==> config.mk <==
export PLATFORM = sky130hd
export DESIGN_NAME = pb_debounce
export DESIGN_NICKNAME = d
export VERILOG_FILES = /design/src/rtl/pb_debounce.sv
export SDC_FILE = /design/constraint.sdc
export NUM_CORES = 1
export LEC_CHECK = 0
export ABC_AREA = 1
export BUFFER_PORTS_ARGS = -buffer_cell sky130_fd_sc_hd__buf_2
export CORE_MARGIN = 4
export CORE_UTILIZATION = 45
export DETAILED_ROUTE_END_ITERATION = 16
export HOLD_SLACK_MARGIN = 0.03
export PLACE_DENSITY = 0.73
export SYNTH_ARGS = -nofsm -noshare
export SYNTH_HDL_FRONTEND = slang
export SYNTH_SLANG_ARGS = --single-unit
export TNS_END_PERCENT = 10
==> constraint.sdc <==
create_clock -name clk -period 1.75 [get_ports clk]
set_clock_uncertainty 0.05 [all_clocks]
set_input_delay 0.175 -clock clk [delete_from_list [all_inputs] [get_ports clk]]
set_output_delay 0.175 -clock clk [all_outputs]
set_load 0.01 [all_outputs]
==> src/rtl/pb_debounce.sv <==
// Push-button debouncer: two-flop synchronizer feeding a counter-qualified
// four-state FSM. Produces a clean active-low level, one-cycle press/release
// strobes and a saturating count of aborted transitions for bring-up.
module pb_debounce #(
    parameter int DB_CYCLES = 50000,
    parameter int CNT_W     = $clog2(DB_CYCLES),
    parameter int GLITCH_W  = 8
) (
    input  logic                clk,
    input  logic                rst,
    input  logic                PB,
    input  logic                clr_glitch,
    output logic                PB_db,
    output logic                pressed,
    output logic                released,
    output logic [GLITCH_W-1:0] glitch_cnt
);

    typedef enum logic [1:0] {
        STABLE_HI,
        WAIT_LO,
        STABLE_LO,
        WAIT_HI
    } state_t;

    localparam logic [CNT_W-1:0]    CNT_LAST   = CNT_W'(DB_CYCLES - 1);
    localparam logic [GLITCH_W-1:0] GLITCH_MAX = '1;

    state_t              state_q, state_d;
    logic                syncFf1_q, syncFf2_q;
    logic [CNT_W-1:0]    count_q, count_d;
    logic                pbDb_q, pbDb_d;
    logic                pressed_q, pressed_d;
    logic                released_q, released_d;
    logic [GLITCH_W-1:0] glitchCnt_q, glitchCnt_d;
    logic                glitchHit;

    // Two-flop synchronizer; reset to the released level so a reset never fakes a press.
    always_ff @(posedge clk) begin
        if (rst) begin
            syncFf1_q <= 1'b1;
            syncFf2_q <= 1'b1;
        end else begin
            syncFf1_q <= PB;
            syncFf2_q <= syncFf1_q;
        end
    end

    // Next-state logic: a WAIT state accepts only after an uninterrupted run, any bounce aborts.
    always_comb begin
        state_d    = state_q;
        count_d    = count_q;
        pbDb_d     = pbDb_q;
        pressed_d  = 1'b0;
        released_d = 1'b0;
        glitchHit  = 1'b0;
        case (state_q)
            STABLE_HI: begin
                if (!syncFf2_q) begin
                    state_d = WAIT_LO;
                    count_d = '0;
                end
            end
            WAIT_LO: begin
                if (syncFf2_q) begin
                    state_d   = STABLE_HI;
                    count_d   = '0;
                    glitchHit = 1'b1;
                end else if (count_q == CNT_LAST) begin
                    state_d   = STABLE_LO;
                    count_d   = '0;
                    pbDb_d    = 1'b0;
                    pressed_d = 1'b1;
                end else begin
                    count_d = count_q + CNT_W'(1);
                end
            end
            STABLE_LO: begin
                if (syncFf2_q) begin
                    state_d = WAIT_HI;
                    count_d = '0;
                end
            end
            WAIT_HI: begin
                if (!syncFf2_q) begin
                    state_d   = STABLE_LO;
                    count_d   = '0;
                    glitchHit = 1'b1;
                end else if (count_q == CNT_LAST) begin
                    state_d    = STABLE_HI;
                    count_d    = '0;
                    pbDb_d     = 1'b1;
                    released_d = 1'b1;
                end else begin
                    count_d = count_q + CNT_W'(1);
                end
            end
            default: begin
                state_d = STABLE_HI;
                count_d = '0;
                pbDb_d  = 1'b1;
            end
        endcase
    end

    // Glitch counter: clear wins over a same-cycle abort, and it sticks at all-ones.
    always_comb begin
        glitchCnt_d = glitchCnt_q;
        if (clr_glitch) begin
            glitchCnt_d = '0;
        end else if (glitchHit && (glitchCnt_q != GLITCH_MAX)) begin
            glitchCnt_d = glitchCnt_q + GLITCH_W'(1);
        end
    end

    // State and output registers; reset overrides everything, including a half-qualified run.
    always_ff @(posedge clk) begin
        if (rst) begin
            state_q     <= STABLE_HI;
            count_q     <= '0;
            pbDb_q      <= 1'b1;
            pressed_q   <= 1'b0;
            released_q  <= 1'b0;
            glitchCnt_q <= '0;
        end else begin
            state_q     <= state_d;
            count_q     <= count_d;
            pbDb_q      <= pbDb_d;
            pressed_q   <= pressed_d;
            released_q  <= released_d;
            glitchCnt_q <= glitchCnt_d;
        end
    end

    assign PB_db      = pbDb_q;
    assign pressed    = pressed_q;
    assign released   = released_q;
    assign glitch_cnt = glitchCnt_q;

endmodule

==> results of run 1 <==
layer usage:
| layer | global-route usage | vias to the layer above | share of wire |
|---|---|---|---|
| met2 | 0.273 | 37 | 0.45 |
| met1 | 0.233 | 683 | 0.49 |
| met5 | 0 | - | 0 |
| met3 | 0.0575 | 5 | 0.052 |
| li1 | - | 847 | - |
| met4 | 0.0596 | 0 | 0.013 |
cell families after synthesis:
logic type / count (synthesis) / synth area share
and+or+nand+nor: 151 / 0.397
AOI/OAI and AO/OA: 33 / 0.105
buffers and inverters: 29 / 0.0722
adders and majority gates: 3 / 0.0231
DFF: 31 / 0.381
xor gates and xnor gates: 4 / 0.0215
per-stage QoR:
step | hold WS [ns] | instance area [sq um] | std cells
6_report | 0.104 | 1840 | 318
5_1_grt | 0.116 | 1840 | 318
4_1_cts | 0.0933 | 1830 | 318
3_5_place_dp | 0.316 | 1740 | 309
3_3_place_gp | 0.307 | 1740 | 309
2_1_floorplan | 0.229 | 1630 | 251
state kept, by name (all words and copies together) (netlist names), named ones only:
signal	cells
glitch_cnt	8
released	1
pressed	1
syncFf2_q	1
state_q	1
PB_db	1
syncFf1_q	1
count_q	16
power by group through the flow:
stage	sequential (W)	clock (W)	combinational, W
detailed placement	0.000727	0	0.0000411
CTS	0.000711	0.000503	0.0000429
finish	0.000711	0.000486	0.0000428
global route	0.000712	0.000542	0.0000491
floorplan	0.000727	0	0.0000266
global placement	0.000727	0	0.0000408
worst max-delay path by stage:
stage | to | cells after the start | slack, ns
after CTS | count_q[13] | 8 | 0.05
final | glitch_cnt[5] | 10 | 0.17
after global routing | glitch_cnt[5] | 10 | 0.009
after detailed placement | count_q[13] | 8 | 0.06
after global placement | count_q[13] | 8 | 0.13
after floorplan | glitch_cnt[5] | 10 | 0.29
cell usage after synthesis:
cell type and n:
a21oi_1 19, and3_1 1, buf_2 1, buf_6 1, clkbuf_1 1, clkinv_1 1
dfxtp_1 31, ha_1 3, inv_1 24, inv_2 1, nand2_1 74, nand2_2 2
nand2_4 1, nand3_1 24, nand4_1 4, nor2_1 34, nor2_2 3, nor3_1 4
o21ai_0 12, o21bai_1 2, or2_2 3, or2_4 1, xnor2_1 1, xor2_1 3
worst max-delay path: stages, from the launching register on:
cell and delay (ns):
dfxtp_1 0.38, ha_1 0.19, nand2_1 0.08, nor2_1 0.17, nand4_1 0.12, nand2_2 0.18, inv_2 0.08, nand2_1 0.08
nand2_1 0.05, nand2_1 0.05, nor2_1 0.04
area by class of cell:
type	count	area, sq um	share of cell area
Clock buffer	7	65.1	0.0354
Clock inverter	1	7.51	0.00409
Inverter	26	97.6	0.0532
Multi-Input combinational cell	191	900	0.490
Sequential cell	31	621	0.338
Tap cell	46	57.6	0.0314
Timing Repair Buffer	16	87.6	0.0477
timing repair:
item | in CTS | in global routing
setup endpoints to repair | 0 | 10
hold buffers | 1 | 0
endpoints found under the hold margin | 1 | 0
resized for setup | 0 | 3
==> reports/qor.tcl, run 1 <==
set qor(switchingPower_w) 0.000283
set qor(post_synth_inst_count) 251
set qor(highest_fanout_seen_on_the_critical_path) 10
set qor(setup.worst_path.start_class) {register}
set qor(global_route.overflow_total) 0
set qor(hold_viol_final) 0
set qor(total_leakage_power_nw) 0.721
set qor(drc_errors) 0
set qor(cts_max_path_buffers) 2
set qor(htree_levels) 2
set qor(syn_avg_cell_area_sq_um) 6.49
set qor(drt_iter0_drc) 102
set qor(grt_max_degree) 17
set qor(critical_path.endpoint_type) {register}
set qor(cellInternalPower_w) 0.000957
set qor(worstSetupStartpoint) {glitch_cnt[1]}
set qor(timing.final.max_slew_violations) 0
set qor(pwr-share-seq) 0.573
set qor(wire_per_inst_um) 11.0
set qor(rr_endpoint) {glitch_cnt[5]}
set qor(final_min_period_over_clock_period) 0.901
set qor(dp_worst_setup_slack_ns) 0.0649
set qor(global_route.usage.total) 0.178
set qor(min_to) {glitch_cnt[3]}
set qor(nNetsFinal) 278
set qor(die_width_um) 68.1
set qor(peakVddDrop_mv) 0.545
set qor(fin_total_pwr_w) 0.00124
set qor(drt_pre_antenna_iters) 4
set qor(area.growth.synth_to_final_pct) 12.8
set qor(grt_setup_unrepaired) {no}
set qor(period_minus_slack_ns) 1.58
set qor(netSwitchingFraction) 0.228
set qor(r2r_setup_slack_ns) 0.17
set qor(layout_commonest_cell) {nand2_1}
set qor(setup_violation_total_in_the_final_timing_report) 0
set qor(worst_pin_slew_ns) 0.377
set qor(first_global_vias) 1409
set qor(first_pass_grt_wire_length_um) 6240
set qor(clock_sinks) 31
set qor(filler_cell_count) 375
set qor(grt_antenna_before_repair) 0
set qor(placeableCoreArea_sq_um) 3420
set qor(share_comb_of_total_power) 0.035
set qor(clock_tree_from_tritoncts) {built}
set qor(n_antenna_cell) 0
set qor(critical_path_arrival_ns) 1.76
set qor(yosys.area.top_type) {dfxtp_1}
set qor(timing.setup.tns_ns) 0
set qor(worst_r2r_path_depth) 10
set qor(hold_path_startpoint) {clr_glitch}
set qor(cts_buffers) 5
set qor(path_clk_slew_ns) 0.10
set qor(ys_types) 24
set qor(ys_warn_count) 0
set qor(final_critical_path_setup_slack_ns) 0.174
set qor(slew_headroom) 0.748
set qor(drt_wl_total_um) 3500
set qor(powerDensity_nw_per_um2) 676
set qor(power.clock.fraction) 0.392
set qor(gp_congestion) 0.828
set qor(setup_bufs_post_cts) 0
set qor(r2r_start) {glitch_cnt[1]}
set qor(post_drt_via_cell_ratio) 4.94
set qor(cp_data_required_time_ns) 1.93
set qor(seq_area_frac_synth) 0.381
set qor(initial_core_util) 0.477
set qor(antenna_left) 0
set qor(timing.setup.critical_path_class) {register to register}
set qor(die_h_um) 68.1
set qor(max-cap-violations) 0
set qor(mappedNetlistNets) 258
set qor(synthTopCellsByArea) {dfxtp_1 38%, nand2_1 17%, nor2_1 7.8%}
set qor(place_hpwl_um) 2620
set qor(f_max_mhz) 635
set qor(synth-seq-cells) 31
set qor(floorplan.io_pins) 15
set qor(final_core_utilization) 0.537
set qor(synth.top_cell.area_share) 0.381
set qor(worstSkewPairLatency_ns) 0.33
set qor(drive_above_1_share) 0.132
set qor(most_frequent_cells_in_the_layout) {73 x nand2_1, 34 x nor2_1, 31 x dfxtp_1}
set qor(die_area_sq_um) 4640
set qor(fp-row-count) 21
set qor(worst_hold_path.num_cells) 4
set qor(worst_hold_path_type) {input port to register}
set qor(synthesis.area_sq_um) 1630
set qor(detailroute.via_count) 1572
set qor(cts_root_buf) {clkbuf_4}
set qor(status) {complete, no violations}
set qor(numPortBuffers) 14
Power figures use the tool's default switching activity.
==> inputs of run 2 (changes only) <==
CAP_MARGIN = 30   (was not set)
SLEW_MARGIN = 20   (was not set)
clock period = 1.5 ns   (was 1.75 ns; I/O delays follow)
==> reports/qor.tcl, run 2 (same netlist as run 1, synthesis figures left out) <==
set qor(worst_path_dominant_cell_family) {simple AND/OR/NAND/NOR gates}
set qor(numPortBuffers) 14 ;# unchanged
set qor(status) {complete, no violations}
set qor(timing.setup.tns_ns) 0 ;# unchanged
set qor(htree_levels) 2 ;# unchanged
set qor(detailroute.via_count) 1721 ;# +9.5%
set qor(crit_path_cell_trace) {buf_4 > ha_1 > nand3_1 > nor2_2 > nand3_1 > nand3_1 > nand3_1 > nand2_1 > inv_1}
set qor(dp_worst_setup_slack_ns) -0.0923 ;# -0.157 ns
set qor(clock_sinks) 31 ;# unchanged
set qor(filler_cell_count) 336 ;# -10%
set qor(place_hpwl_um) 2660 ;# +1.6%
set qor(max-cap-violations) 0 ;# unchanged
set qor(f_max_mhz) 686 ;# +8.1%
set qor(cts_max_path_buffers) 2 ;# unchanged
set qor(finalHoldWorstSlack_ns) 0.0619 ;# -0.0422 ns
set qor(drt_pre_antenna_iters) 4 ;# unchanged
set qor(rr_endpoint) {count_q[12]}
set qor(drt_iter0_drc) 84 ;# -18%
set qor(layout_commonest_cell) {nand2_1}
set qor(max_stage_delay_ns) 0.34 ;# -0.04 ns
set qor(cts_buffers) 5 ;# unchanged
set qor(initial_core_util) 0.477 ;# unchanged
set qor(cp_data_required_time_ns) 1.70 ;# -0.23 ns
set qor(hold_viol_final) 0 ;# unchanged
set qor(timing.critical_path.slowest_stage_cell) {dfxtp_1}
set qor(grt_max_degree) 17 ;# unchanged
set qor(share_comb_of_total_power) 0.047 ;# +0.012
set qor(die_area_sq_um) 4640 ;# unchanged
set qor(critical_path.endpoint_type) {register}
set qor(worst_pin_slew_ns) 0.423 ;# +0.0456 ns
set qor(cellInternalPower_w) 0.00113 ;# +18%
set qor(slew_headroom) 0.717 ;# -0.0305
set qor(switchingPower_w) 0.000347 ;# +22%
set qor(setup_violation_total_in_the_final_timing_report) 0 ;# unchanged
set qor(largest_reg_flops) 16 ;# unchanged
set qor(worst_hold_path.num_cells) 2 ;# -2
set qor(global_route.usage.total) 0.174 ;# -0.00324
set qor(area.growth.synth_to_final_pct) 27.9
set qor(nNetsFinal) 299 ;# +7.6%
set qor(netSwitchingFraction) 0.235 ;# +0.00640
set qor(final_critical_path_setup_slack_ns) 0.0422 ;# -0.132 ns
set qor(r2r_setup_slack_ns) 0.04 ;# -0.13 ns
set qor(die_width_um) 68.1 ;# unchanged
set qor(highest_fanout_seen_on_the_critical_path) 3 ;# -7
set qor(grt_setup_unrepaired) {yes}
set qor(hold_path_startpoint) {rst}
set qor(gp_congestion) 0.882 ;# +6.5%
set qor(placeableCoreArea_sq_um) 3420 ;# unchanged
set qor(critical_path_arrival_ns) 1.66 ;# -0.10 ns
set qor(most_frequent_cells_in_the_layout) {70 x nand2_1, 26 x nor2_1, 25 x dfxtp_1}
set qor(setup.worst_path.start_class) {register}
set qor(worst_hold_path_type) {input port to register}
set qor(clock_tree_from_tritoncts) {built}
set qor(crit_path_frequent_cell) {nand3_1}
set qor(grt_antenna_before_repair) 0 ;# unchanged
set qor(cp.depth) 9 ;# -1
set qor(first_pass_grt_wire_length_um) 6170 ;# -1.1%
set qor(peakVddDrop_mv) 0.865 ;# +59%
set qor(numPlacedInstances) 319 ;# +3.2%
set qor(n_antenna_cell) 0 ;# unchanged
set qor(antenna_left) 0 ;# unchanged
set qor(fin_total_pwr_w) 0.00148 ;# +19%
set qor(power.clock.fraction) 0.390 ;# -0.002
set qor(drive_above_1_share) 0.263 ;# +0.130
set qor(final_min_period_over_clock_period) 0.972 ;# +0.0713
set qor(r2r_start) {count_q[0]}
set qor(floorplan.io_pins) 15 ;# unchanged
set qor(finish.cell_count_without_fillers) 339 ;# +6.6%
set qor(min_to) {count_q[3]}
set qor(global_route.overflow_total) 0 ;# unchanged
set qor(timing.setup.critical_path_class) {register to register}
set qor(critical_path.n_buffers_inverters) 2 ;# +1
set qor(total_leakage_power_nw) 0.847 ;# +18%
set qor(die_h_um) 68.1 ;# unchanged
set qor(registers.top_by_ff_count) {count_q}
set qor(period_minus_slack_ns) 1.46 ;# -0.118 ns
set qor(powerDensity_nw_per_um2) 709 ;# +5.0%
set qor(worst_r2r_path_depth) 9 ;# -1
set qor(worstSkewPairLatency_ns) 0.34 ;# about the same
set qor(drt_wl_total_um) 4000 ;# +14%
set qor(pwr-share-seq) 0.562 ;# -0.011
set qor(first_global_vias) 1396 ;# -0.92%
set qor(drc_errors) 0 ;# unchanged
set qor(fp-row-count) 21 ;# unchanged
set qor(timing.final.max_slew_violations) 0 ;# unchanged
set qor(wire_per_inst_um) 11.8 ;# +7.0%
set qor(cts_root_buf) {clkbuf_4}
set qor(path_clk_slew_ns) 0.10 ;# about the same
set qor(post_drt_via_cell_ratio) 5.08 ;# +2.7%
## run 2: timing repair
action | CTS | global route
resized for setup | 2 | 28
endpoints found under the setup margin | 15 | 25
hold buffers | 1 | 0
cloned | 0 | 2
setup buffers | 0 | 9
hold endpoints to repair | 1 | 0
pin swaps | 0 | 10
## run 2: metrics by stage
stage          area (sq um)   util
5_1_grt                2080  0.610
3_3_place_gp           1820  0.532
4_1_cts                1910  0.559
3_5_place_dp           1820  0.532
6_report               2080  0.610
2_1_floorplan          1630      -
## run 2: worst max-delay path by stage
stage                   from       endpoint  slack (ns)
6_report          count_q[0]    count_q[12]        0.04
5_1_grt           count_q[0]    count_q[12]       -0.09
4_1_cts        glitch_cnt[0]  glitch_cnt[5]        0.02
3_5_place_dp      count_q[0]     count_q[9]       -0.09
3_3_place_gp      count_q[0]    count_q[13]       -0.04
2_1_floorplan  glitch_cnt[1]  glitch_cnt[5]        0.04
## run 2: layout make-up
| type | count | area, sq um | share of cell area |
|---|---|---|---|
| Clock buffer | 7 | 65.1 | 0.0312 |
| Clock inverter | 1 | 7.51 | 0.00361 |
| Inverter | 26 | 97.6 | 0.0469 |
| Multi-Input combinational cell | 193 | 983 | 0.472 |
| Sequential cell | 31 | 628 | 0.302 |
| Tap cell | 46 | 57.6 | 0.0276 |
| Timing Repair Buffer | 35 | 243 | 0.117 |
## run 2: power by group through the flow
stage | sequential [W] | clock [W] | combinational [W]
after floorplan | 0.000849 | 0 | 0.0000310
after global placement | 0.000848 | 0 | 0.0000503
after detailed placement | 0.000848 | 0 | 0.0000498
after CTS | 0.000829 | 0.000586 | 0.0000538
after global routing | 0.000831 | 0.000618 | 0.0000770
final | 0.000830 | 0.000576 | 0.0000698
## run 2: metal layers
metal  vias to the layer above  GRT usage  wire length (um)
met3                         7     0.0394               188
met5                         -          0                 0
met2                        35      0.276              1870
met1                       788      0.236              1870
met4                         0     0.0521                63
li1                        891          -                 -
==> inputs of run 3 (changes only) <==
CORE_ASPECT_RATIO = 0.8   (was not set)
==> reports/qor.tcl, run 3 (same netlist as run 1, synthesis figures left out) <==
set qor(status) {complete, no violations}
set qor(global_route.usage.total) 0.175 ;# +0.000878
set qor(most_frequent_cells_in_the_layout) {70 x nand2_1, 25 x dfxtp_1, 25 x nor2_1}
set qor(registers.top_by_ff_count) {count_q}
set qor(final_min_period_over_clock_period) 0.975 ;# +0.00263
set qor(numPortBuffers) 14 ;# unchanged
set qor(worst_hold_path_type) {input port to register}
set qor(setup.worst_path.start_class) {register}
set qor(grt_setup_unrepaired) {yes}
set qor(hold_viol_final) 0 ;# unchanged
set qor(worst_pin_slew_ns) 0.427 ;# +0.00424 ns
set qor(critical_path.endpoint_type) {register}
set qor(clock_sinks) 31 ;# unchanged
set qor(drive_above_1_share) 0.253 ;# -0.0102
set qor(antenna_left) 0 ;# unchanged
set qor(critical_path_arrival_ns) 1.62 ;# -0.04 ns
set qor(highest_fanout_seen_on_the_critical_path) 7 ;# +4
set qor(layout_commonest_cell) {nand2_1}
set qor(worstSkewPairLatency_ns) 0.28 ;# -0.06 ns
set qor(die_area_sq_um) 4650 ;# +0.13%
set qor(slew_headroom) 0.714 ;# -0.00284
set qor(drt_wl_total_um) 4080 ;# +2.0%
set qor(timing.critical_path.slowest_stage_cell) {dfxtp_2}
set qor(wire_per_inst_um) 12.3 ;# +4.5%
set qor(path_clk_slew_ns) 0.07 ;# -0.03 ns
set qor(detailroute.via_count) 1691 ;# -1.7%
set qor(drc_errors) 0 ;# unchanged
set qor(n_antenna_cell) 0 ;# unchanged
set qor(cts_buffers) 5 ;# unchanged
set qor(powerDensity_nw_per_um2) 846 ;# +19%
set qor(drt_pre_antenna_iters) 4 ;# unchanged
set qor(post_drt_via_cell_ratio) 5.11 ;# +0.63%
set qor(placeableCoreArea_sq_um) 3450 ;# +0.92%
set qor(max_stage_delay_ns) 0.35 ;# about the same
set qor(drt_iter0_drc) 124 ;# +48%
set qor(first_pass_grt_wire_length_um) 6060 ;# -1.8%
set qor(f_max_mhz) 684 ;# -0.27%
set qor(pwr-share-seq) 0.474 ;# -0.088
set qor(cts_max_path_buffers) 2 ;# unchanged
set qor(netSwitchingFraction) 0.208 ;# -0.0270
set qor(area.growth.synth_to_final_pct) 27.1
set qor(max-cap-violations) 0 ;# unchanged
set qor(period_minus_slack_ns) 1.46 ;# +0.00395 ns
set qor(finalHoldWorstSlack_ns) 0.0522 ;# -0.00968 ns
set qor(global_route.overflow_total) 0 ;# unchanged
set qor(peakVddDrop_mv) 0.584 ;# -32%
set qor(largest_reg_flops) 16 ;# unchanged
set qor(crit_path_cell_trace) {ha_4 > nand2_1 > nor2_2 > nand4_1 > nand2_4 > buf_4 > o21ai_0 > a21oi_1}
set qor(grt_max_degree) 17 ;# unchanged
set qor(timing.setup.tns_ns) 0 ;# unchanged
set qor(cts_root_buf) {clkbuf_8}
set qor(timing.setup.critical_path_class) {register to register}
set qor(share_comb_of_total_power) 0.035 ;# -0.012
set qor(die_h_um) 61.8 ;# -9.3%
set qor(switchingPower_w) 0.000364 ;# +4.9%
set qor(nNetsFinal) 295 ;# -1.3%
set qor(setup_violation_total_in_the_final_timing_report) 0 ;# unchanged
set qor(placement.cell_area_sq_um) 1810 ;# -0.69%
set qor(htree_levels) 2 ;# unchanged
set qor(clock_tree_from_tritoncts) {built}
set qor(place_hpwl_um) 2720 ;# +2.3%
set qor(floorplan.io_pins) 15 ;# unchanged
set qor(gp_congestion) 0.945 ;# +7.1%
set qor(cellInternalPower_w) 0.00139 ;# +23%
set qor(first_global_vias) 1300 ;# -6.9%
set qor(initial_core_util) 0.472 ;# -0.00432
set qor(grt_antenna_before_repair) 0 ;# unchanged
set qor(die_width_um) 75.2 ;# +10%
set qor(total_leakage_power_nw) 0.837 ;# -1.2%
set qor(power.clock.fraction) 0.491 ;# +0.101
set qor(fp-row-count) 19 ;# -9.5%
set qor(layout.cell_area.non_filler_sq_um) 2070 ;# -0.66%
set qor(cp_data_required_time_ns) 1.66 ;# -0.04 ns
set qor(timing.final.max_slew_violations) 0 ;# unchanged
## run 3: worst max-delay path: cells and delay by family, from the launching register on
family	cells	cell delay, ns
AND/OR/NAND/NOR	4	0.52
flip-flops	1	0.35
AO/OA/AOI/OAI	2	0.20
adder cells (fa/ha/maj)	1	0.14
buffers and inverters	1	0.12
## run 3: layer usage
metal	GRT usage	routed length [um]
met5	0	0
met4	0.0723	39
met3	0.0547	273
met2	0.239	1780
met1	0.253	1980
## run 3: path summary, 6_finish.rpt
path            startpoint            end  slack (ns)  cells past startpoint
max reg2reg  glitch_cnt[0]  glitch_cnt[0]        0.04                      8
min                    rst      syncFf1_q        0.05                      2
min reg2reg      syncFf1_q      syncFf2_q        0.36                      1
max          glitch_cnt[0]  glitch_cnt[0]        0.04                      8
## run 3: through the flow
stage / utilization / std cells / setup WS, ns / power [W]
after global routing: 0.600 / 331 / -0.0411 / 0.00182
after CTS: 0.567 / 324 / -0.000426 / 0.00176
final: 0.600 / 331 / 0.0382 / 0.00175
after detailed placement: 0.524 / 314 / -0.133 / 0.000899
after global placement: 0.524 / 314 / -0.0653 / 0.000899
after floorplan: - / 251 / 0.0374 / 0.000880
## run 3: repair_timing
action,in CTS,in global routing
hold buffers,1,0
pin swaps,1,6
endpoints found under the hold margin,1,0
setup endpoints to repair,16,23
setup buffers,1,7
resized for setup,3,24
## run 3: layout make-up
type,count,area (sq um)
Clock inverter,2,35.0
Inverter,26,97.6
Multi-Input combinational cell,191,957
Timing Repair Buffer,33,215
Clock buffer,6,82.6
Fill cell,324,1380
Tap cell,42,52.6
Sequential cell,31,628
## run 3: power by group through the flow
stage,Sequential [W],Clock (W),Combinational (W)
floorplan,0.000849,0,0.0000310
global placement,0.000848,0,0.0000508
detailed placement,0.000848,0,0.0000509
CTS,0.000830,0.000876,0.0000549
global route,0.000830,0.000920,0.0000657
finish,0.000830,0.000859,0.0000608
